==> src/rtl/mips_ctrl_pkg.sv <==
`default_nettype none
// ============================================================================
//  Module      : mips_ctrl_pkg
//  Description : Shared encodings for the multicycle MIPS control path.
//  Revision    : 1.0 - initial release
// ============================================================================
package mips_ctrl_pkg;

  typedef enum logic [3:0] {
    ST_FETCH    = 4'd0,
    ST_DECODE   = 4'd1,
    ST_MEMADDR  = 4'd2,
    ST_MEMREAD  = 4'd3,
    ST_MEMWB    = 4'd4,
    ST_MEMWRITE = 4'd5,
    ST_EXECUTE  = 4'd6,
    ST_RCOMP    = 4'd7,
    ST_BRANCH   = 4'd8,
    ST_JUMP     = 4'd9,
    ST_ADDIEX   = 4'd10,
    ST_ORIEX    = 4'd11,
    ST_IMMCOMP  = 4'd12,
    ST_RSVD     = 4'd13
  } state_t;

  localparam logic [5:0] OP_RTYPE = 6'b000000;
  localparam logic [5:0] OP_LW    = 6'b100011;
  localparam logic [5:0] OP_SW    = 6'b101011;
  localparam logic [5:0] OP_BEQ   = 6'b000100;
  localparam logic [5:0] OP_BNE   = 6'b000101;
  localparam logic [5:0] OP_ADDI  = 6'b001000;
  localparam logic [5:0] OP_ORI   = 6'b001101;
  localparam logic [5:0] OP_J     = 6'b000010;

  localparam logic [1:0] ALUOP_ADD   = 2'b00;
  localparam logic [1:0] ALUOP_SUB   = 2'b01;
  localparam logic [1:0] ALUOP_RTYPE = 2'b10;
  localparam logic [1:0] ALUOP_OR    = 2'b11;

  localparam logic [1:0] ALUSRCB_REGB   = 2'b00;
  localparam logic [1:0] ALUSRCB_FOUR   = 2'b01;
  localparam logic [1:0] ALUSRCB_IMM    = 2'b10;
  localparam logic [1:0] ALUSRCB_BRANCH = 2'b11;

  localparam logic [1:0] PCSRC_ALU    = 2'b00;
  localparam logic [1:0] PCSRC_ALUOUT = 2'b01;
  localparam logic [1:0] PCSRC_JUMP   = 2'b10;

  typedef struct packed {
    logic [1:0] aluOp;
    logic       aluSrcA;
    logic [1:0] aluSrcB;
    logic       zeroExt;
    logic       pcWrite;
    logic       pcWriteCond;
    logic       branchNe;
    logic [1:0] pcSource;
    logic       iorD;
    logic       memRead;
    logic       memWrite;
    logic       irWrite;
    logic       regDst;
    logic       memToReg;
    logic       regWrite;
    logic       instrDone;
    logic       illegalOp;
  } ctrl_out_t;

  localparam int CTRL_W = $bits(ctrl_out_t);

  function automatic logic is_legal_op(input logic [5:0] op);
    case (op)
      OP_RTYPE, OP_LW, OP_SW, OP_BEQ, OP_BNE, OP_ADDI, OP_ORI, OP_J: is_legal_op = 1'b1;
      default: is_legal_op = 1'b0;
    endcase
  endfunction

endpackage
`default_nettype wire

==> src/rtl/ctrl_output_decode.sv <==
`default_nettype none
// ============================================================================
//  Module      : ctrl_output_decode
//  Description : Combinational map from control state (and opcode) to controls.
//  Revision    : 1.0 - initial release
// ============================================================================
module ctrl_output_decode
  import mips_ctrl_pkg::*;
(
  input  logic [3:0]        state,
  input  logic [5:0]        op,
  output logic [CTRL_W-1:0] ctrl
);

  state_t    w_state;
  ctrl_out_t w_out;

  assign w_state = state_t'(state);
  assign ctrl    = w_out;

  always_comb begin
    w_out = '0;
    case (w_state)
      ST_FETCH: begin
        w_out.memRead  = 1'b1;
        w_out.irWrite  = 1'b1;
        w_out.pcWrite  = 1'b1;
        w_out.aluSrcB  = ALUSRCB_FOUR;
        w_out.aluOp    = ALUOP_ADD;
        w_out.pcSource = PCSRC_ALU;
      end
      ST_DECODE: begin
        // Branch target is computed speculatively into ALUOut here.
        w_out.aluSrcB   = ALUSRCB_BRANCH;
        w_out.aluOp     = ALUOP_ADD;
        w_out.illegalOp = ~is_legal_op(op);
      end
      ST_MEMADDR, ST_ADDIEX: begin
        w_out.aluSrcA = 1'b1;
        w_out.aluSrcB = ALUSRCB_IMM;
        w_out.aluOp   = ALUOP_ADD;
      end
      ST_MEMREAD: begin
        w_out.memRead = 1'b1;
        w_out.iorD    = 1'b1;
      end
      ST_MEMWB: begin
        w_out.regWrite  = 1'b1;
        w_out.memToReg  = 1'b1;
        w_out.instrDone = 1'b1;
      end
      ST_MEMWRITE: begin
        w_out.memWrite  = 1'b1;
        w_out.iorD      = 1'b1;
        w_out.instrDone = 1'b1;
      end
      ST_EXECUTE: begin
        w_out.aluSrcA = 1'b1;
        w_out.aluSrcB = ALUSRCB_REGB;
        w_out.aluOp   = ALUOP_RTYPE;
      end
      ST_RCOMP: begin
        w_out.regWrite  = 1'b1;
        w_out.regDst    = 1'b1;
        w_out.instrDone = 1'b1;
      end
      ST_BRANCH: begin
        w_out.aluSrcA     = 1'b1;
        w_out.aluSrcB     = ALUSRCB_REGB;
        w_out.aluOp       = ALUOP_SUB;
        w_out.pcWriteCond = 1'b1;
        w_out.pcSource    = PCSRC_ALUOUT;
        w_out.branchNe    = (op == OP_BNE);
        w_out.instrDone   = 1'b1;
      end
      ST_JUMP: begin
        w_out.pcWrite   = 1'b1;
        w_out.pcSource  = PCSRC_JUMP;
        w_out.instrDone = 1'b1;
      end
      ST_ORIEX: begin
        w_out.aluSrcA = 1'b1;
        w_out.aluSrcB = ALUSRCB_IMM;
        w_out.zeroExt = 1'b1;
        w_out.aluOp   = ALUOP_OR;
      end
      ST_IMMCOMP: begin
        w_out.regWrite  = 1'b1;
        w_out.instrDone = 1'b1;
      end
      default: w_out = '0;
    endcase
  end

endmodule
`default_nettype wire

==> src/rtl/multicycle_control.sv <==
`default_nettype none
// ============================================================================
//  Module      : multicycle_control
//  Description : Main control FSM for the multicycle MIPS datapath.
//  Revision    : 1.0 - initial release
// ============================================================================
module multicycle_control
  import mips_ctrl_pkg::*;
(
  input  logic       clk,
  input  logic       reset,
  input  logic [5:0] op,
  output logic [1:0] aluOp,
  output logic       aluSrcA,
  output logic [1:0] aluSrcB,
  output logic       zeroExt,
  output logic       pcWrite,
  output logic       pcWriteCond,
  output logic       branchNe,
  output logic [1:0] pcSource,
  output logic       iorD,
  output logic       memRead,
  output logic       memWrite,
  output logic       irWrite,
  output logic       regDst,
  output logic       memToReg,
  output logic       regWrite,
  output logic       instrDone,
  output logic       illegalOp
);

  state_t            r_state;
  state_t            w_next;
  logic [CTRL_W-1:0] w_ctrl_bits;
  ctrl_out_t         w_ctrl;

  always_ff @(posedge clk) begin
    if (reset) r_state <= ST_FETCH;
    else       r_state <= w_next;
  end

  always_comb begin
    w_next = ST_FETCH;
    case (r_state)
      ST_FETCH: w_next = ST_DECODE;
      ST_DECODE: begin
        case (op)
          OP_LW, OP_SW:   w_next = ST_MEMADDR;
          OP_RTYPE:       w_next = ST_EXECUTE;
          OP_BEQ, OP_BNE: w_next = ST_BRANCH;
          OP_J:           w_next = ST_JUMP;
          OP_ADDI:        w_next = ST_ADDIEX;
          OP_ORI:         w_next = ST_ORIEX;
          default:        w_next = ST_FETCH;
        endcase
      end
      ST_MEMADDR: w_next = (op == OP_SW) ? ST_MEMWRITE : ST_MEMREAD;
      ST_MEMREAD: w_next = ST_MEMWB;
      ST_EXECUTE: w_next = ST_RCOMP;
      ST_ADDIEX:  w_next = ST_IMMCOMP;
      ST_ORIEX:   w_next = ST_IMMCOMP;
      default:    w_next = ST_FETCH;
    endcase
  end

  ctrl_output_decode u_decode (
    .state (r_state),
    .op    (op),
    .ctrl  (w_ctrl_bits)
  );

  // Holding reset silences every strobe so no write escapes before FETCH.
  assign w_ctrl = reset ? '0 : ctrl_out_t'(w_ctrl_bits);

  assign aluOp       = w_ctrl.aluOp;
  assign aluSrcA     = w_ctrl.aluSrcA;
  assign aluSrcB     = w_ctrl.aluSrcB;
  assign zeroExt     = w_ctrl.zeroExt;
  assign pcWrite     = w_ctrl.pcWrite;
  assign pcWriteCond = w_ctrl.pcWriteCond;
  assign branchNe    = w_ctrl.branchNe;
  assign pcSource    = w_ctrl.pcSource;
  assign iorD        = w_ctrl.iorD;
  assign memRead     = w_ctrl.memRead;
  assign memWrite    = w_ctrl.memWrite;
  assign irWrite     = w_ctrl.irWrite;
  assign regDst      = w_ctrl.regDst;
  assign memToReg    = w_ctrl.memToReg;
  assign regWrite    = w_ctrl.regWrite;
  assign instrDone   = w_ctrl.instrDone;
  assign illegalOp   = w_ctrl.illegalOp;

endmodule
`default_nettype wire

==> config.mk <==
export PLATFORM = sky130hd
export DESIGN_NAME = multicycle_control
export DESIGN_NICKNAME = d
export VERILOG_FILES = /design/src/rtl/mips_ctrl_pkg.sv /design/src/rtl/ctrl_output_decode.sv /design/src/rtl/multicycle_control.sv
export SDC_FILE = /design/constraint.sdc
export NUM_CORES = 1
export LEC_CHECK = 0
export ABC_AREA = 1
export CAP_MARGIN = 40
export CORE_UTILIZATION = 38
export DETAILED_ROUTE_END_ITERATION = 7
export PLACE_DENSITY = 0.73
export REMOVE_ABC_BUFFERS = 1
export SLEW_MARGIN = 25
export SYNTH_ARGS = -nofsm -noshare
export SYNTH_HDL_FRONTEND = slang
export SYNTH_SLANG_ARGS = --single-unit
==> constraint.sdc <==
create_clock -name clk -period 1.4 [get_ports clk]
set_input_delay 0.28 -clock clk [delete_from_list [all_inputs] [get_ports clk]]
set_output_delay 0.28 -clock clk [all_outputs]
set_load 0.05 [all_outputs]
==> results.toml, run 1 <==
[synthesis]
seq_area_frac_synth = 0.145
synth_top_area_cell = "nor2_1"
yosys_register_bits = 4
synthTopCellsByArea = "nor2_1 17%, inv_1 16%, dfxtp_1 15%, nand2_1 14%, nand3_1 7.3%"
netlist.area_leader.share = 0.170
ys_warn_count = 0
synth_cell_types = 18
syn_area_per_cell_sq_um = 5.05
syn_inst = 109
netlist_area_sq_um = 551

[floorplan]
die_w_um = 40.1
io_pins = 28
start_util = 0.418
die_h_um = 40.1
row_count = 13

[clock_network]
h-tree-depth = 1
ctsResizeCount = 110
cts-root-buf = "clkbuf_4"
clock-sinks = 4
hold_buffers = 0
cts_setup_buffers = 16
cts.path.max_buffers = 2
cts-buffers-inserted = 3

[outcome]
lastStage = "clock tree synthesis (4_1_cts)"
outcome = "stopped before the end"
stop_error = "[ERROR DPL-0038] Utilization greater than 100%, impossible to legalize"

[place]
place.gp.congestion = 0.873
dpl.hpwl_mm = 2.15
post-place-ws_ns = -0.622
port_buffers = 27
## cells in the mapped netlist (all sizes together)
master,count
o21ai,5
a31oi,1
dfxtp,4
nand2,22
nor3,2
buf,2
a21oi,7
o221ai,1
nand3,8
nor2,30
o21bai,1
inv,24
nand3b,2
## per-stage QoR
step                      cell area (sq um)  std cells
after detailed placement               1210        174
after global placement                 1210        174
after floorplan                         536        107
## cells by family after synthesis
| kind of cell | Yosys count | share of synthesized area |
|---|---|---|
| AO/OA/AOI/OAI | 15 | 0.150 |
| AND/OR/NAND/NOR | 64 | 0.514 |
| buffers and inverters | 26 | 0.191 |
| flip-flops | 4 | 0.145 |
==> run 2, diff against run 1 <==
CORE_AREA = 2 2 63 65   (was default)
CORE_UTILIZATION = default   (was 38)
DIE_AREA = 0 0 65 67   (was default)
PLACE_DENSITY = default   (was 0.73)
PLACE_DENSITY_LB_ADDON = 0.15   (was default)
==> results.toml, run 2 <==
[global_routing]
grt_antenna_before_repair = 0
grt_max_degree = 9
first_global_vias = 836
grt_remaining_overflow = 0
grt_pass1_wl_mm = 3.64
grtUsageTotal = 0.107

[route]
dr.pass1.iters = 4
drt_iter0_drc = 5
drt-total-wl_mm = 2.27
drc = 0
ant_nets = 0
via_per_inst = 4.09
wire_per_inst_um = 10.3
vias = 904

[synthesis]
async_flop_share = 0
syn_area_per_cell_sq_um = 5.05
synthTopCellsByCount = "25 x nor2_1, 23 x inv_1, 20 x nand2_1"
synth_top_area_cell = "nor2_1"
netlist_area_sq_um = 551
seq_area_frac_synth = 0.145
synthTopCellsByArea = "nor2_1 17%, inv_1 16%, dfxtp_1 15%, nand2_1 14%, nand3_1 7.3%"
synth_most_common_cell = "nor2_1"
synth_edf_count = 0
yosys_register_bits = 4
syn_inst = 109
synth_ff_type = "dfxtp_1"
ys_warn_count = 0
synth_cell_types = 18
netlist.area_leader.share = 0.170

[place]
placed_area_sq_um = 1270
dpl.hpwl_mm = 1.70
port_buffers = 27
place.gp.congestion = 0.765
placedCellCount = 209

[sta]
slew_violations = 0
setup_ws_ns = -0.207
max-slew-margin-rel = 0.824
hold_violations = 0
achievable-frequency_mhz = 622
setup_viol = 20
rsz0062_at_grt = "yes"
final.period_utilization = 1.15
clock_skew_ns = 0.000349
worstMarginPinSlew_ns = 0.264
post-route-min-period_ns = 1.61

[power_and_ir_drop]
seqPwrFrac = 0.167
power.switching_uw = 263
p_per_area_nw_per_um2 = 432
ir_drop_mv = 0.282
clkPwrFrac = 0.331
power.total_uw = 740
share_comb_of_total_power = 0.502
internal-power_uw = 477
sw_frac_of_total = 0.356
leakage_nw = 0.765

[clock_network]
cts-root-buf = "clkbuf_8"
clk_pin_slew_ns = 0.03
cts_tree = "yes"
cts.path.max_buffers = 2
hold_buffers = 0
clock-sinks = 4
clk-insertion-delay-late_ns = 0.22
cts-buffers-inserted = 3
h-tree-depth = 1

[critical_path]
cpMostUsedCell = "inv_2"
cp_max_fo = 4
cp_slowest_stage_delay_ns = 0.37
reg2reg_from = "r_state[3]"
rrSetupSlack_ns = 0.19
path_class = "register to primary output"
slowest_stage = "dfxtp_4"
cp_cell_sequence = "inv_4 > nor2_4 > inv_2 > nor2_2 > inv_2 > o21ai_2 > buf_12"
crit_start = "r_state[3]"
critPathRequiredTime_ns = 1.12
cp.arrival_ns = 1.33
cp-end-kind = "primary output"
start_kind = "register"
cp_top_family = "flip-flops"
critPathBufInv = 4

[layout]
reg_top3 = "r_state x4"
num_antenna_cells = 0
post-route-cell-area_sq_um = 1710
finalNetCount = 183
fin_cells = 221
drive_above_1_share = 0.786
layout_common_cells = "32 x buf_4, 20 x buf_12, 17 x nor2_4"
largest_reg_flops = 4
area_growth_pct = 211
layout_commonest_cell = "buf_4"
top_register = "r_state"

[min_path]
min_path_type = "input pin to register"
hold_path.startpoint = "op[5]"

[floorplan]
die_w_um = 65
io_pins = 28
die_h_um = 67
start_util = 0.153
row_count = 22
core_sq_um = 3610
die-area_sq_um = 4360

[flow_run]
drv_cap = 0

[outcome]
outcome = "finished with violations"
violations = "setup timing"
run 2: cell families (layout without fill, tap and decap cells):
| kind of cell | count (synthesis) | count (layout) | synth area share |
|---|---|---|---|
| simple gates | 64 | 64 | 0.514 |
| buf+inv | 26 | 90 | 0.191 |
| compound gates | 15 | 15 | 0.150 |
| flops | 4 | 4 | 0.145 |
run 2: power groups by stage:
stage	logic, mW	clock network [mW]	registers, mW
after floorplan	0.120	0	0.124
after global placement	0.275	0	0.126
after detailed placement	0.276	0	0.126
after CTS	0.320	0.251	0.125
after global routing	0.394	0.258	0.125
final	0.372	0.245	0.124
run 2: final timing paths:
check | to | cells after the start
setup / recovery | aluOp[0] | 7
hold reg to reg | r_state[3] | 3
hold / removal | r_state[0] | 6
setup reg to reg | r_state[1] | 7
run 2: per-stage QoR:
step | utilization | hold WS [ns] | setup TNS, ns | worst slack, ns
2_1_floorplan | - | 0.349 | -5.98 | -0.682
3_3_place_gp | 0.352 | 0.623 | -6.88 | -0.504
3_5_place_dp | 0.352 | 0.629 | -6.82 | -0.501
4_1_cts | 0.427 | 0.615 | -2.91 | -0.220
5_1_grt | 0.475 | 0.511 | -4.05 | -0.267
6_report | 0.475 | 0.482 | -2.88 | -0.207
run 2: area by class of cell:
type | count | area, sq um
tap | 48 | 60.1
fill | 343 | 1890
clock buffer | 3 | 41.3
inverter | 24 | 103
sequential | 4 | 95.1
multi-input combinational | 79 | 646
timing repair buffer | 63 | 769
run 2: worst min-delay path, delay by kind of cell:
| family | cells | cell delay (ns) |
|---|---|---|
| AOI/OAI and AO/OA | 1 | 0.06 |
| buffers and inverters | 1 | 0.08 |
| and+or+nand+nor | 4 | 0.25 |
run 2: metal layers:
metal  vias to the layer above  GRT usage  routed length (um)
met3                         5     0.0152                 105
met2                        25      0.213                1330
met1                       410      0.109                 800
met4                         0     0.0479                  34
met5                         -          0                   0
li1                        464          -                   -
run 2: what timing repair did:
action / 4_1_cts / 5_1_grt
gates resized for setup: 75 / 70
endpoints found under the hold margin: 0 / 0
cloned: 0 / 0
buffers inserted: 7 / 3
pin swaps: 18 / 19
endpoints found under the setup margin: 21 / 21
Power figures use the tool's default switching activity.
==> run 3, diff against run 2 <==
CTS_CLUSTER_DIAMETER = 50   (was default)
clock period = 1.68 ns   (was 1.4 ns; I/O delays follow)
==> results.toml, run 3 (synthesis gave the netlist of run 2 again) <==
[power_and_ir_drop]
power.total_uw = 539
ir_drop_mv = 0.199
p_per_area_nw_per_um2 = 364
leakage_nw = 0.701

[clock_network]
hold_buffers = 0
cts_tree = "yes"
cts-root-buf = "clkbuf_8"
clk-insertion-delay-late_ns = 0.21
h-tree-depth = 1
cts-buffers-inserted = 3
cts.path.max_buffers = 2
clk_pin_slew_ns = 0.03
clock-sinks = 4

[critical_path]
cp.depth = 5
cp_top_family = "flip-flops"
cp.arrival_ns = 1.35
cp_slowest_stage_delay_ns = 0.34
cp_cell_sequence = "nor2_2 > buf_4 > nand2_1 > a21oi_1 > buf_12"
worstRegToRegCells = 8
slowest_stage = "dfxtp_2"
start_kind = "register"
critPathBufInv = 2
path_class = "register to primary output"
cp-end-kind = "primary output"
critPathRequiredTime_ns = 1.34
cp_max_fo = 5

[route]
drt-total-wl_mm = 2.14
drt_iter0_drc = 12
via_per_inst = 4.01
dr.pass1.iters = 4
ant_nets = 0
drc = 0
vias = 874
wire_per_inst_um = 9.80

[layout]
multi_input_area_sq_um = 499
layout_commonest_cell = "buf_4"
drive_above_1_share = 0.653
area_growth_pct = 169
fin_cells = 218
largest_reg_flops = 4
area.sequential_sq_um = 90.1
top_register = "r_state"
reg_top3 = "r_state x4"
num_antenna_cells = 0
fill_cells = 360
finalNetCount = 180
layout_common_cells = "37 x buf_4, 20 x buf_12, 19 x nor2_2"

[outcome]
outcome = "finished with violations"
violations = "setup timing"

[sta]
hold_violations = 0
post-route-min-period_ns = 1.69
clock_skew_ns = 0.00295
setup_ws_ns = -0.0105
slew_violations = 0
rsz0062_at_grt = "yes"
setup_viol = 2
setup_tns_ns = -0.0127
achievable-frequency_mhz = 592
worstMarginPinSlew_ns = 0.247
final.period_utilization = 1.01
max-slew-margin-rel = 0.835
timing.hold.ws_ns = 0.519

[place]
placedCellCount = 197
dpl.hpwl_mm = 1.57
port_buffers = 27
post-place-ws_ns = -0.339
place.gp.congestion = 0.767

[floorplan]
core_sq_um = 3610
io_pins = 28
die_h_um = 67
row_count = 22
die-area_sq_um = 4360
die_w_um = 65
start_util = 0.153

[min_path]
min_path_cells = 2
min_path_type = "register to register"

[global_routing]
grt_remaining_overflow = 0
grt_pass1_wl_mm = 3.44
grt_max_degree = 9
grt_antenna_before_repair = 0
grtUsageTotal = 0.102
first_global_vias = 848

[flow_run]
drv_cap = 0
## run 3: cell types whose count changed in the layout (fill, tap and decap cells not counted), moves of 5 or more
cell	delta
nand2_1	+5
buf_6	-7
buf_4	+5
nor2_4	-13
nor2_2	+9
inv_1	+7
## run 3: through the flow
stage	instance area [sq um]	utilization
CTS	1380	0.383
detailed placement	1180	0.327
floorplan	536	-
global route	1480	0.410
finish	1480	0.410
global placement	1180	0.327
## run 3: layout make-up
cell class,instances,area share
Timing Repair Buffer,60,0.471
Multi-Input combinational cell,79,0.337
Inverter,24,0.0626
Sequential cell,4,0.0609
Tap cell,48,0.0406
Clock buffer,3,0.0279
## run 3: worst paths after layout
check                  start          to  slack (ns)
setup reg to reg  r_state[0]  r_state[2]        0.51
hold / removal    r_state[3]  r_state[3]        0.52
setup / recovery  r_state[2]     pcWrite       -0.01
hold reg to reg   r_state[3]  r_state[3]        0.52
## run 3: routing by layer
layer / track usage / part of all wire / wire, um / up-vias
li1: - / - / - / 460
met1: 0.0995 / 0.38 / 803 / 384
met2: 0.197 / 0.54 / 1160 / 26
met3: 0.0304 / 0.061 / 131 / 4
met4: 0.0426 / 0.018 / 38 / 0
met5: 0 / 0 / 0 / -
## run 3: power by group
group / leakage, nW / internal (mW) / switching (mW)
registers: 0.0349 / 0.0971 / 0.00553
clock network: 0.0216 / 0.152 / 0.0418
logic: 0.644 / 0.107 / 0.135
total: 0.701 / 0.356 / 0.183
## run 3: worst register-to-register path, stage by stage, from the launching register on
cell,delay [ns]
dfxtp_2,0.36
inv_2,0.07
nor2_2,0.17
nand2_1,0.14
inv_1,0.11
nand2_1,0.07
nand3_1,0.09
nand2_1,0.05
inv_1,0.04
## run 3: what timing repair did
action	4_1_cts	5_1_grt
gates resized for setup	50	33
buffers inserted	17	1
pin swaps	11	8
setup endpoints to repair	20	17
cloned	0	0
